### config.mk
export PLATFORM = sky130hd
export DESIGN_NAME = arp_ctrl
export DESIGN_NICKNAME = d
export VERILOG_FILES = /design/src/rtl/arp_ctrl.sv
export SDC_FILE = /design/constraint.sdc
export NUM_CORES = 1
export LEC_CHECK = 0
export BUFFER_PORTS_ARGS = -buffer_cell sky130_fd_sc_hd__clkbuf_2
export CORE_MARGIN = 8
export CORE_UTILIZATION = 55
export DETAILED_ROUTE_END_ITERATION = 10
export PLACE_DENSITY_LB_ADDON = 0.15
export SYNTH_ARGS = -nofsm -noshare
export SYNTH_HDL_FRONTEND = slang
export SYNTH_SLANG_ARGS = --single-unit
### constraint.sdc
create_clock -name clk -period 5.3 [get_ports clk]
set_clock_uncertainty 0.2 [all_clocks]
set_input_delay 0.795 -clock clk [delete_from_list [all_inputs] [get_ports clk]]
set_output_delay 0.795 -clock clk [all_outputs]
set_load 0.005 [all_outputs]
### src/rtl/arp_ctrl.sv
// ARP/transmit controller: issues and retries ARP requests, caches the PC address from replies,
// queues replies to PC requests and arbitrates the shared MAC TX channel between ARP and UDP.
module arp_ctrl #(
    parameter logic [31:0] pc_ip_default = 32'hc0a8_0002,
    parameter int unsigned retry_cycles  = 125_000_000,
    parameter int unsigned max_retry     = 8
) (
    input  logic        clk,
    input  logic        rst_n,
    input  logic        arp_rx_done,
    input  logic        arp_rx_op,
    input  logic [47:0] pc_mac_in,
    input  logic [31:0] pc_ip_in,
    input  logic        arp_tx_busy,
    input  logic        arp_tx_done,
    output logic        arp_tx_start,
    output logic        arp_tx_type,
    output logic [47:0] dst_mac,
    output logic [31:0] dst_ip,
    input  logic        udp_tx_req,
    input  logic        udp_tx_done,
    output logic        udp_tx_grant,
    output logic        cache_vld,
    output logic        arp_fail
);

    typedef enum logic [1:0] {StArb, StArpSend, StArpWait, StUdpXfer} state_e;

    localparam logic [31:0] TcntLast = 32'(retry_cycles - 1);
    localparam logic [7:0]  RcntMax  = 8'(max_retry);

    state_e      state_q, state_d;
    logic        req_pend_q, req_pend_d;
    logic        reply_pend_q, reply_pend_d;
    logic [7:0]  rcnt_q, rcnt_d;
    logic [31:0] tcnt_q, tcnt_d;
    logic        cache_vld_q, cache_vld_d;
    logic        arp_fail_q, arp_fail_d;
    logic        start_q, start_d;
    logic        type_q, type_d;
    logic [47:0] mac_q, mac_d;
    logic [31:0] ip_q, ip_d;

    logic rx_reply, rx_req, timer_run;

    assign rx_reply  = arp_rx_done && !arp_rx_op;
    assign rx_req    = arp_rx_done && arp_rx_op;
    assign timer_run = !cache_vld_q && !arp_fail_q && !req_pend_q;

    always_ff @(posedge clk) begin
        if (!rst_n) begin
            state_q      <= StArb;
            req_pend_q   <= 1'b1;
            reply_pend_q <= 1'b0;
            rcnt_q       <= 8'd0;
            tcnt_q       <= 32'd0;
            cache_vld_q  <= 1'b0;
            arp_fail_q   <= 1'b0;
            start_q      <= 1'b0;
            type_q       <= 1'b1;
            mac_q        <= 48'd0;
            ip_q         <= 32'd0;
        end else begin
            state_q      <= state_d;
            req_pend_q   <= req_pend_d;
            reply_pend_q <= reply_pend_d;
            rcnt_q       <= rcnt_d;
            tcnt_q       <= tcnt_d;
            cache_vld_q  <= cache_vld_d;
            arp_fail_q   <= arp_fail_d;
            start_q      <= start_d;
            type_q       <= type_d;
            mac_q        <= mac_d;
            ip_q         <= ip_d;
        end
    end

    always_comb begin
        state_d      = state_q;
        req_pend_d   = req_pend_q;
        reply_pend_d = reply_pend_q;
        rcnt_d       = rcnt_q;
        tcnt_d       = tcnt_q;
        cache_vld_d  = cache_vld_q;
        arp_fail_d   = arp_fail_q;
        start_d      = 1'b0;
        type_d       = type_q;
        mac_d        = mac_q;
        ip_d         = ip_q;

        case (state_q)
            StArb: begin
                if (reply_pend_q) begin
                    state_d = StArpSend;
                    type_d  = 1'b0;
                end else if (req_pend_q) begin
                    state_d = StArpSend;
                    type_d  = 1'b1;
                end else if (udp_tx_req && cache_vld_q) begin
                    state_d = StUdpXfer;
                end
            end
            StArpSend: begin
                if (!arp_tx_busy) begin
                    start_d = 1'b1;
                    state_d = StArpWait;
                    if (type_q) begin
                        req_pend_d = 1'b0;
                        rcnt_d     = rcnt_q + 8'd1;
                    end else begin
                        reply_pend_d = 1'b0;
                    end
                end
            end
            StArpWait: begin
                if (arp_tx_done) state_d = StArb;
            end
            StUdpXfer: begin
                if (udp_tx_done) state_d = StArb;
            end
            default: state_d = StArb;
        endcase

        if (timer_run) begin
            if (tcnt_q == TcntLast) begin
                tcnt_d = 32'd0;
                if (rcnt_q == RcntMax) arp_fail_d = 1'b1;
                else                   req_pend_d = 1'b1;
            end else begin
                tcnt_d = tcnt_q + 32'd1;
            end
        end

        // Applied after the service clear so a new request in the same cycle is not lost.
        if (rx_req) reply_pend_d = 1'b1;

        if (rx_reply) begin
            mac_d       = pc_mac_in;
            ip_d        = pc_ip_in;
            cache_vld_d = 1'b1;
            arp_fail_d  = 1'b0;
            req_pend_d  = 1'b0;
            rcnt_d      = 8'd0;
        end
    end

    assign arp_tx_start = start_q;
    assign arp_tx_type  = type_q;
    assign dst_mac      = cache_vld_q ? mac_q : 48'hffff_ffff_ffff;
    assign dst_ip       = cache_vld_q ? ip_q : pc_ip_default;
    assign udp_tx_grant = (state_q == StUdpXfer);
    assign cache_vld    = cache_vld_q;
    assign arp_fail     = arp_fail_q;

endmodule

==> results.cfg <==
[global_route]
grt_start_max_net_pins = 83
antenna_found_initial = 0
grt_pass1_vias = 5251
gr-total-overflow = 0
track_usage = 0.212
grt_pass1_wl_um = 24500

[sta]
rsz0062_at_grt = false
finalHoldViolations = 0
fmax_mhz = 320
tightest_slew_ps = 1160
finalSetupTns_ps = 0
maxSlewHeadroom = 0.215
finalSetupViolations = 0
finalCriticalPeriod_ps = 3120
hold_ws_ps = 258
finalCritPeriodShare = 0.589
drv_slew = 0

[placed_design]
dp_hpwl_um = 10100
numPortBuffers = 172
place_congestion = 0.808
dp.cells = 958

[critical_path]
worst_setup_path_end_kind = output port
cp-start-kind = flop
critical_path_class = flop to output port
cp.required_ps = 4300
cp_max_fo = 53
critical_path_arrival_ps = 2130

[synth]
syn_area_per_cell_um2 = 8.28
ys_seq_area_frac = 0.450
synthAdderAreaFrac = 0.00660
syn_inst = 687
synth_xor_area_frac = 0.0569
synthMuxAreaShare = 0.00352
synth-seq-cells = 128
synth_top_family_by_area = simple AND/OR/NAND/NOR gates
syn_nets = 778
syn_area_um2 = 5690
synth_compound_area_frac = 0.119
synth_warnings = 0
synth-simple-area-share = 0.328
yosysUniqueCellTypes = 43

[drt]
post_drt_wl_per_cell_um = 14.5
dr.pass1.iters = 4
drc_errors = 0
wl_um = 14400
vias = 5041
initialDrtViolationCount = 244
ant_nets = 0
viasPerCell = 5.09

[hold_path]
hp-class = flop to flop

[final_layout]
multi_input_area_um2 = 2930
layout-drive-gt1-share = 0.260
final_nets = 932
instances_no_fill = 990
area_growth_syn_to_layout_pct = 27.2
diodes = 0
fillCellCount = 813
seqCellArea_um2 = 2560

[cts]
hold_buffers = 0
cts_max_path_buffers = 2
h-tree-depth = 4
cts_made_buffers = 17
cts_resized = 0
cts-root-buf = clkbuf_8
tritoncts = yes
clk_latency_ps = 520
cts.sinks = 128
cts_setup_buffers = 0
clk_pin_slew_ps = 60

[power_and_ir_drop]
irDropWorstVdd_v = 0.000269
fin_total_pwr_uw = 2500
leakage_uw = 0.00301
p_per_area_nw_per_um2 = 345

[floorplanning]
start_util = 0.559
ioPinCount = 173
die_w_um = 118
core_area_um2 = 10200
die_area_um2 = 13900
rows = 37
fp.dieH_um = 118

[run]
maxCapViolations = 0

[run_status]
status = completed
==> critical path, cell delays in order, from the launching register on <==
cell	delay, ps
dfxtp_2	740
buf_4	530
and2_1	210
clkbuf_2	110
==> final timing paths <==
path,slack (ps),end,startpoint,depth (start not counted)
hold reg to reg,260,mac_q[10],mac_q[10],2
setup / recovery,2180,dst_ip[27],cache_vld,3
hold / removal,260,mac_q[10],mac_q[10],2
setup reg to reg,2630,tcnt_q[0],cache_vld,5
==> synthesized netlist by cell type (all sizes together) <==
| master | number | area (µm²) |
|---|---|---|
| or4bb | 1 | 11.3 |
| nand3b | 1 | 7.51 |
| o311ai | 1 | 8.76 |
| or3 | 2 | 12.5 |
| nor3 | 7 | 46.3 |
| nor4bb | 1 | 10.0 |
| and3 | 5 | 31.3 |
| nand4 | 18 | 113 |
| dfxtp | 128 | 2560 |
| nand2 | 174 | 656 |
| and3b | 1 | 8.76 |
| nor2 | 47 | 181 |
| nor4 | 5 | 61.3 |
| clkbuf | 37 | 139 |
| nand3 | 17 | 90.1 |
| a21boi | 81 | 608 |
| or4 | 3 | 23.8 |
| nand2b | 56 | 350 |
| o32ai | 1 | 8.76 |
| xnor2 | 7 | 61.3 |
| nand4b | 1 | 8.76 |
| nand4bb | 1 | 11.3 |
| buf | 5 | 42.5 |
| nor2b | 3 | 18.8 |
| o21a | 1 | 7.51 |
| or4b | 1 | 13.8 |
| inv | 6 | 22.5 |
| xor2 | 30 | 263 |
| and2 | 29 | 181 |
| a21oi | 6 | 30.0 |
| o21ai | 3 | 15.0 |
| and4 | 3 | 27.5 |
| mux2i | 2 | 20.0 |
| ha | 3 | 37.5 |
==> registers in the layout, summed over array words and instances, names as in the netlist <==
signal,cells
reply_pend_q,1
cache_vld,1
arp_fail,1
req_pend_q,1
mac_q,48
arp_tx_start,1
rcnt_q,8
state_q,2
arp_tx_type,1
tcnt_q,32
ip_q,32
==> power by group <==
group | internal (µW) | switching [µW]
clock | 819 | 451
combinational | 95.1 | 106
sequential | 998 | 26.4
==> cell type report <==
class                   count  area share
clock buffers              17      0.0572
well taps                 136      0.0235
inverters                   6     0.00311
repair buffers            177       0.124
multi-input cells         511       0.405
flip-flops and latches    128       0.354
clock inverters            15      0.0322
==> cells by family (layout without fill, tap and decap cells) <==
| group | Yosys count | after routing |
|---|---|---|
| adders and majority gates | 3 | 3 |
| muxes | 2 | 2 |
| and+or+nand+nor | 376 | 376 |
| DFF | 128 | 128 |
| xor gates and xnor gates | 37 | 37 |
| buffers and inverters | 48 | 215 |
| AOI/OAI and AO/OA | 93 | 93 |
==> through the flow <==
stage / utilization / setup slack (ps) / area [µm²]
2_1_floorplan: - / 3170 / 5690
3_3_place_gp: 0.647 / 2590 / 6590
3_5_place_dp: 0.647 / 2480 / 6590
4_1_cts: 0.710 / 2140 / 7240
5_1_grt: 0.710 / 2020 / 7240
6_report: 0.710 / 2180 / 7240
==> cells in the final DEF, fill, tap and decap left out, drive strengths merged, types with 2 or more instances in the layout <==
master and n:
nor4 5, buf 5, clkinvlp 3, a21oi 6, or3 2, nor2 47, dfxtp 128, xor2 30
nand3 17, o21ai 3, clkinv 3, nand4 18, ha 3, nand2 174, nor2b 3, nor3 7
nand2b 56, or4 3, and4 3, xnor2 7, and2 29, bufinv 5, mux2i 2, and3 5
clkbuf 189, a21boi 81, inv 10
==> routing by layer <==
layer,wire [µm],track usage,vias up
li1,-,-,2554
met1,5900,0.228,2327
met2,6990,0.357,137
met3,1200,0.0993,23
met4,282,0.0801,0
met5,0,0,-
No activity file was read; power rests on OpenSTA's default activity.
